==> config.mk <==
export PLATFORM = sky130hd
export DESIGN_NAME = alu_arbiter_flat
export DESIGN_NICKNAME = d
export VERILOG_FILES = /design/src/rtl/alu_arbiter_if.sv /design/src/rtl/alu_arbiter.sv /design/src/flat_wrapper.sv
export SDC_FILE = /design/constraint.sdc
export NUM_CORES = 1
export LEC_CHECK = 0
export ABC_AREA = 1
export CORE_MARGIN = 4
export CORE_UTILIZATION = 38
export DETAILED_ROUTE_END_ITERATION = 16
export PLACE_DENSITY_LB_ADDON = 0.12
export SLEW_MARGIN = 20
export SYNTH_ARGS = -nofsm -noshare
export SYNTH_HDL_FRONTEND = slang
export SYNTH_SLANG_ARGS = --single-unit
==> constraint.sdc <==
create_clock -name clk -period 2.3 [get_ports clk]
set_input_delay 0.69 -clock clk [delete_from_list [all_inputs] [get_ports clk]]
set_output_delay 0.69 -clock clk [all_outputs]
set_load 0.1 [all_outputs]
==> src/rtl/alu_arbiter_if.sv <==
// alu_arbiter_if: requester-side request/response bus of the shared-ALU arbiter
interface alu_arbiter_if #(
    parameter int DATA_WIDTH = 32,
    parameter int OP_WIDTH   = 4,
    parameter int NUM_REQ    = 2
);
    logic [NUM_REQ-1:0]            req_valid;
    logic [NUM_REQ-1:0]            req_ready;
    logic [NUM_REQ*OP_WIDTH-1:0]   req_op;
    logic [NUM_REQ*DATA_WIDTH-1:0] req_a;
    logic [NUM_REQ*DATA_WIDTH-1:0] req_b;
    logic [NUM_REQ-1:0]            resp_valid;
    logic [NUM_REQ-1:0]            resp_ready;
    logic [DATA_WIDTH-1:0]         resp_data;
    logic                          resp_fault;
    modport master (
        output req_valid, req_op, req_a, req_b, resp_ready,
        input  req_ready, resp_valid, resp_data, resp_fault
    );
    modport slave (
        input  req_valid, req_op, req_a, req_b, resp_ready,
        output req_ready, resp_valid, resp_data, resp_fault
    );
endinterface

==> src/rtl/alu_arbiter.sv <==
// alu_arbiter: round-robin sharing of one registered-output ALU between NUM_REQ requesters
module alu_arbiter #(
    parameter int DATA_WIDTH = 32,
    parameter int OP_WIDTH   = 4,
    parameter int NUM_REQ    = 2,
    parameter int FCNT_WIDTH = 8
) (
    input  logic                  clk,
    input  logic                  rst_n,
    alu_arbiter_if.slave          bus,
    output logic [OP_WIDTH-1:0]   alu_op,
    output logic [DATA_WIDTH-1:0] alu_in_a,
    output logic [DATA_WIDTH-1:0] alu_in_b,
    input  logic [DATA_WIDTH-1:0] alu_out,
    input  logic                  alu_fault,
    output logic                  busy,
    output logic [FCNT_WIDTH-1:0] fault_cnt
);
    localparam int RW = $clog2(NUM_REQ);
    typedef enum logic [1:0] {IDLE, EXEC, CAPT, RESP} state_t;
    state_t                state_q, state_d;
    logic [RW-1:0]         rr_q, rr_d, owner_q, owner_d, grant, idx;
    logic                  found;
    logic [OP_WIDTH-1:0]   alu_op_q, alu_op_d;
    logic [DATA_WIDTH-1:0] alu_a_q, alu_a_d, alu_b_q, alu_b_d;
    logic [DATA_WIDTH-1:0] resp_data_q, resp_data_d;
    logic                  resp_fault_q, resp_fault_d;
    logic [NUM_REQ-1:0]    resp_valid_q, resp_valid_d;
    logic [FCNT_WIDTH-1:0] fault_cnt_q, fault_cnt_d;
    always_comb begin
        found = 1'b0;
        grant = '0;
        idx   = '0;
        for (int k = 0; k < NUM_REQ; k++) begin
            idx = RW'((int'(rr_q) + k) % NUM_REQ);
            if (!found && bus.req_valid[idx]) begin
                found = 1'b1;
                grant = idx;
            end
        end
    end
    // ready is gated by rst_n so nothing can be accepted while reset is held
    assign bus.req_ready = (rst_n && state_q == IDLE && found) ? NUM_REQ'(1) << grant : '0;
    always_comb begin
        state_d      = state_q;
        rr_d         = rr_q;
        owner_d      = owner_q;
        alu_op_d     = alu_op_q;
        alu_a_d      = alu_a_q;
        alu_b_d      = alu_b_q;
        resp_data_d  = resp_data_q;
        resp_fault_d = resp_fault_q;
        resp_valid_d = resp_valid_q;
        fault_cnt_d  = fault_cnt_q;
        case (state_q)
            IDLE: if (found) begin
                alu_op_d = bus.req_op[int'(grant)*OP_WIDTH +: OP_WIDTH];
                alu_a_d  = bus.req_a[int'(grant)*DATA_WIDTH +: DATA_WIDTH];
                alu_b_d  = bus.req_b[int'(grant)*DATA_WIDTH +: DATA_WIDTH];
                owner_d  = grant;
                rr_d     = (grant == RW'(NUM_REQ - 1)) ? '0 : grant + 1'b1;
                state_d  = EXEC;
            end
            EXEC: state_d = CAPT;
            CAPT: begin
                resp_fault_d = alu_fault;
                resp_data_d  = alu_fault ? '0 : alu_out;
                fault_cnt_d  = (alu_fault && !(&fault_cnt_q)) ? fault_cnt_q + 1'b1 : fault_cnt_q;
                resp_valid_d = NUM_REQ'(1) << owner_q;
                state_d      = RESP;
            end
            RESP: if (bus.resp_ready[owner_q]) begin
                resp_valid_d = '0;
                state_d      = IDLE;
            end
        endcase
    end
    always_ff @(posedge clk or negedge rst_n) begin
        if (!rst_n) begin
            state_q      <= IDLE;
            rr_q         <= '0;
            owner_q      <= '0;
            alu_op_q     <= '0;
            alu_a_q      <= '0;
            alu_b_q      <= '0;
            resp_data_q  <= '0;
            resp_fault_q <= 1'b0;
            resp_valid_q <= '0;
            fault_cnt_q  <= '0;
        end else begin
            state_q      <= state_d;
            rr_q         <= rr_d;
            owner_q      <= owner_d;
            alu_op_q     <= alu_op_d;
            alu_a_q      <= alu_a_d;
            alu_b_q      <= alu_b_d;
            resp_data_q  <= resp_data_d;
            resp_fault_q <= resp_fault_d;
            resp_valid_q <= resp_valid_d;
            fault_cnt_q  <= fault_cnt_d;
        end
    end
    assign alu_op         = alu_op_q;
    assign alu_in_a       = alu_a_q;
    assign alu_in_b       = alu_b_q;
    assign bus.resp_valid = resp_valid_q;
    assign bus.resp_data  = resp_data_q;
    assign bus.resp_fault = resp_fault_q;
    assign fault_cnt      = fault_cnt_q;
    assign busy           = (state_q != IDLE);
endmodule

==> src/flat_wrapper.sv <==
// flat-port wrapper written by rule: the top's interface ports become plain ports
module alu_arbiter_flat 
#(
    parameter int DATA_WIDTH = 32,
    parameter int OP_WIDTH   = 4,
    parameter int NUM_REQ    = 2,
    parameter int FCNT_WIDTH = 8
)
  (clk, rst_n, alu_op, alu_in_a, alu_in_b, alu_out, alu_fault, busy, fault_cnt, bus_req_valid, bus_req_op, bus_req_a, bus_req_b, bus_resp_ready, bus_req_ready, bus_resp_valid, bus_resp_data, bus_resp_fault);
  alu_arbiter_if #(.DATA_WIDTH(DATA_WIDTH), .OP_WIDTH(OP_WIDTH), .NUM_REQ(NUM_REQ)) bus_i ();
  input  logic clk;
  input  logic rst_n;
  output logic [OP_WIDTH-1:0] alu_op;
  output logic [DATA_WIDTH-1:0] alu_in_a;
  output logic [DATA_WIDTH-1:0] alu_in_b;
  input  logic [DATA_WIDTH-1:0] alu_out;
  input  logic alu_fault;
  output logic busy;
  output logic [FCNT_WIDTH-1:0] fault_cnt;
  input wire logic [$bits(bus_i.req_valid)-1:0] bus_req_valid;
  input wire logic [$bits(bus_i.req_op)-1:0] bus_req_op;
  input wire logic [$bits(bus_i.req_a)-1:0] bus_req_a;
  input wire logic [$bits(bus_i.req_b)-1:0] bus_req_b;
  input wire logic [$bits(bus_i.resp_ready)-1:0] bus_resp_ready;
  output wire logic [$bits(bus_i.req_ready)-1:0] bus_req_ready;
  output wire logic [$bits(bus_i.resp_valid)-1:0] bus_resp_valid;
  output wire logic [$bits(bus_i.resp_data)-1:0] bus_resp_data;
  output wire logic [$bits(bus_i.resp_fault)-1:0] bus_resp_fault;
  assign bus_i.req_valid = bus_req_valid;
  assign bus_i.req_op = bus_req_op;
  assign bus_i.req_a = bus_req_a;
  assign bus_i.req_b = bus_req_b;
  assign bus_i.resp_ready = bus_resp_ready;
  assign bus_req_ready = bus_i.req_ready;
  assign bus_resp_valid = bus_i.resp_valid;
  assign bus_resp_data = bus_i.resp_data;
  assign bus_resp_fault = bus_i.resp_fault;
  alu_arbiter #(.DATA_WIDTH(DATA_WIDTH), .OP_WIDTH(OP_WIDTH), .NUM_REQ(NUM_REQ), .FCNT_WIDTH(FCNT_WIDTH)) u_core (.clk(clk), .rst_n(rst_n), .bus(bus_i), .alu_op(alu_op), .alu_in_a(alu_in_a), .alu_in_b(alu_in_b), .alu_out(alu_out), .alu_fault(alu_fault), .busy(busy), .fault_cnt(fault_cnt));
endmodule
==> metrics.md, run 1 <==
| Metric | Value |
|---|---|
| Vias | `4906` |
| Synth Cell Area | `4880 um^2` |
| Metal2 WL | `around 7700 um` |
| Util after Layout | `between 60 and 70%` |
| Dpl cell area | `just under 8000 um^2` |
| CP Capture Type | `primary output` |
| Total grt overflow | `0` |
| M1 WL | `a little over 6000 um` |
| #FFs+latches synth | `around 120` |
| IO Port Bufs | `around 290` |
| Initial Util | `38.67%` |
| Root buffer cell | `clkbuf_16` |
| CP max FO | `2` |
| Max Freq | `around 440 MHz` |
| Routed Antenna Nets | `0` |
| Max Cap Viol | `0` |
| GRT Overall Usage | `a little over a fifth` |
| CTS max path bufs | `2` |
| Syn avg cell area | `around 9 um^2` |
| Synth top area cells | `dfrtp_1 59%, nand2_1 19%, nand3_1 7.7%` |
| # setup viols final | `0` |
| Area of the core | `~13000 um^2` |
| GP Congestion | `approximately 0.8` |
| Crit path kind | `in2out` |
| Largest net degree at the start of global routing | `~120` |
| Clk pin slew, worst setup/hold paths | `0.05 ns` |
| Register area share after synthesis | `between 50% and 60%` |
| 1st-pass router iterations | `5` |
| Critical Path AT | `about 1.6 ns` |
| RSZ-0062 raised after global routing | `yes` |
| Count of warnings emitted by yosys | `0` |
| Actual slew at the worst max-slew pin | `around 0.74 ns` |
| Highest Signal Layer | `met4` |
| Final wirelength | `approximately 16000 um` |
| Setup crit start kind | `input port` |
| Die width | `~120 um` |
| Share of cells above drive strength 1 | `around a fifth` |
| WP data required | `~1.6 ns` |
| Final Cycle Share | `98.80%` |
| Die span in y | `between 100 and 150 um` |
| Initial antenna violation count | `0` |
| Nets | `slightly above 1000` |
| Slew margin rel. | `between 50% and 60%` |
| Syn Inst Count | `551` |
| DR vias/cell | `between 4 and 5` |
| Final worst slack | `around 0.028 ns` |
| CTS tree | `built` |
| Synth cell types | `20` |
| Design area | `approximately 8300 um^2` |
| Site row count | `41` |
| Fillers | `~1000` |
| Area leader, netlist | `dfrtp_1` |
| # IOs | `just under 300` |
| Min Tclk post-route | `2.272 ns` |
| Final-report hold violation count | `0` |
| Most frequent cells in the layout | `249 x nand2_1, 171 x clkdlybuf4s50_1, 119 x buf_4` |
| Vias in the first global route | `4999` |
| Dpl hpwl | `~11000 um` |
| Outcome | `finished clean` |
| Global-route wire length before repair | `between 20000 and 25000 um` |
| Dpl ws | `-0.3240 ns` |
| DRC | `0` |
| Share of the synthesized area in the top cell type | `58.97%` |
| Die area | `14720 um^2` |
| Worst Skew | `roughly 0.0041 ns` |
| # hold bufs at CTS | `0` |
| Syn Nets | `730` |
| Worst hold path class | `in2async` |
| Syn-to-layout area delta | `70.64%` |
| DRT iter0 DRCs | `262` |
| Fin. max-slew vios | `0` |
| Diode count | `0` |
| Commonest non-fill, non-tap cell in the layout | `nand2_1` |
| Clock latency on the worst-skew pair | `0.40 ns` |
| Post-route setup TNS | `0 ns` |
| H-tree depth | `4` |
| Metal3 WL | `roughly 1600 um` |
| Cts bufs inserted | `17` |
| Wire length per cell | `around 15 um` |
| CTS sink count | `115` |
-- synthesized netlist by cell type (all sizes together) --
| cell type | n |
|---|---|
| a21oi | 1 |
| a22o | 32 |
| buf | 19 |
| clkbuf | 8 |
| dfrtp | 115 |
| ha | 4 |
| inv | 21 |
| nand2 | 252 |
| nand3 | 75 |
| nand4 | 1 |
| nor2 | 12 |
| o21ai | 8 |
| xnor2 | 2 |
| xor2 | 1 |
-- through the flow --
step	instances	hold WS [ns]
2_1_floorplan	551	0.3944
3_3_place_gp	990	0.4668
3_5_place_dp	990	0.4701
4_1_cts	1024	0.4361
5_1_grt	1025	0.4468
6_report	1025	0.4050
-- worst paths after layout --
| check | to | cells past startpoint | slack [ns] | start |
|---|---|---|---|---|
| worst max-delay path | bus_req_ready[0] | 9 | 0.03 | bus_req_valid[1] |
| worst min-delay path | u_core.alu_in_a[3] | 2 | 0.41 | rst_n |
| worst max register to register | u_core.alu_in_a[23] | 7 | 0.52 | u_core.state_q[0] |
| worst min register to register | u_core.bus.resp_fault | 2 | 0.48 | u_core.bus.resp_fault |
| max in group asynchronous | u_core.alu_in_b[27] | 2 | 1.45 | rst_n |
| min in group clk | u_core.bus.resp_fault | 2 | 0.48 | u_core.bus.resp_fault |
-- worst max-delay path: stages --
cell             delay (ns)
clkdlybuf4s15_2        0.18
buf_6                  0.12
inv_12                 0.03
nand2_4                0.06
nand2_4                0.06
nor2_4                 0.12
inv_4                  0.05
nor2_4                 0.09
buf_12                 0.18
-- kinds of logic after synthesis --
kind of cell / synth area share (%)
and+or+nand+nor: 28.49
DFF: 58.97
buffers and inverters: 4.308
AOI/OAI and AO/OA: 6.667
adders and majority gates: 1.026
xor gates and xnor gates: 0.5386
-- registers in the layout, summed over array words and instances (netlist names) --
signal and flops:
u_core.alu_in_a 32, u_core.alu_in_b 32, u_core.alu_op 4, u_core.bus.resp_data 32
u_core.bus.resp_fault 1, u_core.bus.resp_valid 2, u_core.fault_cnt 8, u_core.owner_q 1
u_core.rr_q 1, u_core.state_q 2
-- layer usage --
layer / vias up / track usage [%]
li1: 2357 / -
met1: 2283 / 25.28
met2: 240 / 35.13
met3: 26 / 7.832
met4: 0 / 8.543
met5: - / 0
-- area by class of cell --
class	instances	area [um^2]	area share, %
multi-input combinational	388	1846	22.16
timing repair buffer	297	2718	32.64
inverter	21	101.3	1.217
clock buffer	18	429.2	5.154
clock inverter	14	140.1	1.683
sequential	115	2878	34.56
tap	172	215.2	2.585
-- timing repair --
| action | CTS | global route |
|---|---|---|
| pin swaps | 4 | 2 |
| buffers inserted | 2 | 1 |
| gates cloned | 0 | 0 |
| resized for setup | 7 | 0 |
| endpoints found under the setup margin | 2 | 2 |
Power of run 1 is left out: the tool's default activity adds up to more than one toggle a clock period on the data nets, which glitch-free logic cannot reach.
==> run 2, diff against run 1 <==
GPL_ROUTABILITY_DRIVEN = 0   (was not set)
clock period = 2.15 ns   (was 2.3 ns; I/O delays follow)
==> metrics.md, run 2 (synthesis gave the netlist of run 1 again) <==
| Metric | Value |
|---|---|
| Site row count | `between 40 and 50` |
| Critical Path End | `bus_req_ready[0]` |
| CTS sink count | `around 120` |
| CTS tree | `built` |
| Failing checks | `negative setup slack` |
| Wire length per cell | `roughly 16 um` |
| R2r endpoint | `u_core.alu_in_b[9]` |
| Final worst slack | `-0.06445 ns` |
| Final wirelength | `16720 um` |
| Global-route wire length before repair | `between 20000 and 30000 um` |
| Crit-path most repeated cell | `nor2_4` |
| WP data required | `around 1.5 ns` |
| Setup crit start kind | `flop` |
| Initial antenna violation count | `1` |
| # setup viols final | `2` |
| Fin. max-slew vios | `0` |
| GRT Overall Usage | `22.88%` |
| Nets | `between 1000 and 1500` |
| Vias in the first global route | `roughly 5100` |
| Min Tclk post-route | `between 2 and 2.5 ns` |
| Post-route setup TNS | `-0.1180 ns` |
| Syn-to-layout area delta | `84.77%` |
| Die area | `14720 um^2` |
| Worst Reg-to-Reg Cells | `8` |
| Clock latency on the worst-skew pair | `just over 0.4 ns` |
| IO Port Bufs | `288` |
| DRT iter0 DRCs | `approximately 260` |
| Root buffer cell | `clkbuf_16` |
| DRC | `0` |
| Clk pin slew, worst setup/hold paths | `about 0.05 ns` |
| Die width | `121.3 um` |
| Fillers | `about 970` |
| H-tree depth | `4` |
| CTS max path bufs | `2` |
| Vias | `a little under 5000` |
| Cells along the critical path | `inv_2 -> ha_4 -> nand2_4 -> nor2_4 -> inv_4 -> nor2_4 -> buf_12` |
| Critical Path AT | `1.57 ns` |
| Slew margin rel. | `~50%` |
| Cts bufs inserted | `17` |
| Routed Antenna Nets | `0` |
| Dpl hpwl | `roughly 12000 um` |
| DR vias/cell | `4.816` |
| RSZ-0062 raised after global routing | `yes` |
| Total grt overflow | `0` |
| CP top delay family | `flip-flops` |
| Most frequent cells in the layout | `249 x nand2_1, 171 x clkdlybuf4s50_1, 115 x dfrtp_1` |
| Initial Util | `about two fifths` |
| Max Cap Viol | `0` |
| Buffers & Inverters on Critical Path | `3` |
| Crit path kind | `reg2out` |
| Die span in y | `around 120 um` |
| Commonest non-fill, non-tap cell in the layout | `nand2_1` |
| Area of the core | `12620 um^2` |
| Worst hold path class | `in2async` |
| Max Freq | `between 400 and 500 MHz` |
| Final-report hold violation count | `0` |
| Crit-path max cell delay | `slightly below 0.4 ns` |
| # IOs | `289` |
| Crit path from | `u_core.state_q[0]` |
| Worst Skew | `a little under 0.01 ns` |
| CP max FO | `3` |
| Largest net degree at the start of global routing | `116` |
| 1st-pass router iterations | `4` |
| R2R Setup Slk | `roughly 0.25 ns` |
| Max stage delay cell, worst path | `dfrtp_1` |
| Share of cells above drive strength 1 | `20.75%` |
| R2r startpoint | `u_core.state_q[0]` |
| CP Capture Type | `primary output` |
| Dpl ws | `-0.4173 ns` |
| Final Cycle Share | `103.0%` |
| WP depth | `7` |
| Outcome | `finished, violations left` |
| Actual slew at the worst max-slew pin | `between 0.7 and 0.8 ns` |
==> run 2: per-stage QoR <==
stage,hold slack (ns),instance area (um^2),util [%],cells
after floorplan,0.3494,4959,-,551
after CTS,0.3697,9006,71.37,1029
after global placement,0.4617,8308,65.83,991
after global routing,0.3989,9014,71.43,1030
after detailed placement,0.4698,8313,65.87,991
final,0.3086,9016,71.45,1031
==> run 2: worst min path at each step <==
stage | from | endpoint | slack [ns] | cells past startpoint
global placement | u_core.bus.resp_valid[0] | u_core.bus.resp_valid[0] | 0.46 | 2
global route | rst_n | u_core.bus.resp_data[24] | 0.40 | 2
CTS | rst_n | u_core.bus.resp_data[8] | 0.37 | 2
finish | rst_n | u_core.bus.resp_data[11] | 0.31 | 2
detailed placement | u_core.bus.resp_valid[0] | u_core.bus.resp_valid[0] | 0.47 | 2
floorplan | rst_n | u_core.alu_in_a[0] | 0.35 | 0
==> run 2: what timing repair did <==
item | 4_1_cts | 5_1_grt
gates cloned | 0 | 0
setup buffers | 6 | 1
resized for setup | 4 | 0
setup endpoints to repair | 2 | 2
pin swaps | 4 | 2
hold buffers | 0 | 0
==> run 2: metal layers <==
layer	up-vias	routed length [um]	global-route usage, %
met5	-	0	0
li1	2376	-	-
met4	0	387	8.754
met2	234	8351	38.79
met1	2327	6171	25.18
met3	28	1810	10.16
==> run 2: final cells by class <==
class	count	area (um^2)	area share (%)
antenna	1	2.502	0.02775
clock buffer	19	442.9	4.913
clock inverter	13	205.2	2.276
inverter	21	101.3	1.124
multi-input combinational	388	1846	20.47
sequential	115	2878	31.92
tap	172	215.2	2.387
timing repair buffer	302	3326	36.89
==> run 2: worst reg2reg max path, stage by stage (launching register included) <==
cell     delay [ns]
dfrtp_1        0.39
inv_2          0.08
ha_4           0.18
nand2_4        0.07
nor2_4         0.12
buf_4          0.13
buf_4          0.54
nand2_1        0.21
nand3_1        0.11
Power of run 2 is left out for the same reason.
==> run 3, diff against run 2 <==
CAP_MARGIN = 20   (was not set)
RECOVER_POWER = 100   (was not set)
==> metrics.md, run 3 (synthesis gave the netlist of run 1 again) <==
| Metric | Value |
|---|---|
| R2r endpoint | `u_core.alu_in_b[9]` |
| CTS max path bufs | `2` |
| CTS tree | `built` |
| WP data required | `1.50 ns` |
| Slew margin rel. | `-5.985%` |
| Share of cells above drive strength 1 | `just over 20%` |
| Cts bufs inserted | `17` |
| Initial Util | `just under 40%` |
| R2R Setup Slk | `0.19 ns` |
| Setup crit start kind | `flop` |
| Crit path kind | `reg2out` |
| Hold Path Stages | `2` |
| # setup viols final | `2` |
| Global-route wire length before repair | `between 20000 and 30000 um` |
| Diode count | `0` |
| Final wirelength | `16730 um` |
| Hold EP | `u_core.bus.resp_valid[0]` |
| Commonest non-fill, non-tap cell in the layout | `nand2_1` |
| Final-report hold violation count | `0` |
| H-tree depth | `4` |
| Critical Path AT | `1.57 ns` |
| Worst Skew | `between 0.009 and 0.01 ns` |
| Clk pin slew, worst setup/hold paths | `around 0.050 ns` |
| Site row count | `41` |
| DR vias/cell | `4.817` |
| Vias in the first global route | `between 5000 and 6000` |
| Failing checks | `max-capacitance violations, max-slew violations, negative setup slack` |
| Wire length per cell | `~16 um` |
| Dpl hpwl | `around 12000 um` |
| 1st-pass router iterations | `5` |
| Buffers & Inverters on Critical Path | `3` |
| Clock latency on the worst-skew pair | `about 0.41 ns` |
| Actual slew at the worst max-slew pin | `1.590 ns` |
| Largest net degree at the start of global routing | `116` |
| Initial antenna violation count | `1` |
| CP max FO | `3` |
| CP top delay family | `flip-flops` |
| Total grt overflow | `0` |
| Final Cycle Share | `103.2%` |
| Max Freq | `between 400 and 500 MHz` |
| Area of the multi-input gates | `1843 um^2` |
| Non-Filler Instances | `approximately 1000` |
| CP Capture Type | `primary output` |
| Syn-to-layout area delta | `67.05%` |
| IO Port Bufs | `between 200 and 300` |
| Die area | `between 10000 and 15000 um^2` |
| # IOs | `between 200 and 300` |
| Die width | `about 120 um` |
| RSZ-0062 raised after global routing | `yes` |
| R2r startpoint | `u_core.state_q[0]` |
| DRT iter0 DRCs | `274` |
| Nets | `1024` |
| Crit-path max cell delay | `slightly below 0.4 ns` |
| Cells along the critical path | `inv_2 -> ha_4 -> nand2_4 -> nor2_4 -> inv_4 -> nor2_4 -> buf_12` |
| Most frequent cells in the layout | `250 x nand2_1, 171 x clkdlybuf4s50_1, 115 x dfrtp_1` |
| Die span in y | `approximately 120 um` |
| Outcome | `finished, violations left` |
| Worst Reg-to-Reg Cells | `8` |
| Worst hold path class | `reg2reg` |
| Crit-path most repeated cell | `nor2_4` |
| Final worst slack | `-0.06929 ns` |
| Min Tclk post-route | `between 2 and 2.5 ns` |
| DP Cell Count | `roughly 990` |
| GRT Overall Usage | `22.88%` |
| Max Cap Viol | `1` |
| Root buffer cell | `clkbuf_16` |
| Fin. max-slew vios | `roughly 120` |
| Hold_sp | `u_core.bus.resp_valid[0]` |
| CTS sink count | `approximately 120` |
| Routed Antenna Nets | `0` |
| Max stage delay cell, worst path | `dfrtp_1` |
| Vias | `4962` |
| Area of the core | `approximately 13000 um^2` |
| DRC | `0` |
| Register Area | `around 2900 um^2` |
| Fillers | `1098` |
run 3: cell types whose count changed in the layout (fill, tap and decap cells not counted):
cell      delta
buf_4       -70
nand2_2      -1
clkbuf_4     +3
buf_12      -46
clkbuf_2   +109
inv_1        +1
clkbuf_1     +1
nand2_1      +1
buf_2        +3
diode_2      -1
inv_2        -1
run 3: metal layers:
layer / GRT usage [%] / share of wire, % / routed length [um]
met1: 25.18 / 37 / 6232
met2: 38.79 / 50 / 8306
met3: 10.16 / 11 / 1809
met4: 8.754 / 2.2 / 364
met5: 0 / 0.072 / 12
run 3: area by class of cell:
cell class / instances / share of cell area, %
Clock buffer: 19 / 5.434
Inverter: 21 / 1.243
Timing Repair Buffer: 302 / 30.25
Multi-Input combinational cell: 388 / 22.61
Tap cell: 172 / 2.640
Clock inverter: 13 / 2.517
Sequential cell: 115 / 35.30
run 3: worst reg2reg max path, cell delays in order, from the launching register on:
cell      delay (ns)
dfrtp_1         0.39
inv_2           0.08
ha_4            0.18
nand2_4         0.07
nor2_4          0.12
buf_4           0.13
clkbuf_4        0.61
nand2_1         0.20
nand3_1         0.12
run 3: worst max path at each step:
| stage | start | endpoint | slack [ns] | cells past startpoint |
|---|---|---|---|---|
| CTS | u_core.state_q[0] | bus_req_ready[0] | -0.11 | 7 |
| floorplan | bus_req_valid[1] | bus_req_ready[0] | -0.06 | 7 |
| global placement | bus_req_valid[1] | bus_req_ready[0] | -0.38 | 9 |
| global route | u_core.state_q[0] | bus_req_ready[0] | -0.15 | 7 |
| finish | u_core.state_q[0] | bus_req_ready[0] | -0.07 | 7 |
| detailed placement | bus_req_valid[1] | bus_req_ready[0] | -0.42 | 9 |
run 3: timing repair:
item / CTS / global route
resized for setup: 4 / 0
setup endpoints to repair: 2 / 2
setup buffers: 6 / 1
pin swaps: 4 / 2
hold buffers: 0 / 0
run 3: through the flow:
stage	TNS (ns)	instance area [um^2]	worst slack [ns]	hold slack [ns]	utilization, %
global placement	-28.88	8308	-0.3800	0.4617	65.83
CTS	-0.1799	9006	-0.1052	0.3697	71.37
global route	-0.2796	8152	-0.1470	0.5126	64.59
detailed placement	-25.13	8313	-0.4173	0.4698	65.87
finish	-0.1291	8152	-0.06929	0.4787	64.59
floorplan	-0.1137	4959	-0.06251	0.3494	-
Power of run 3 is left out for the same reason.
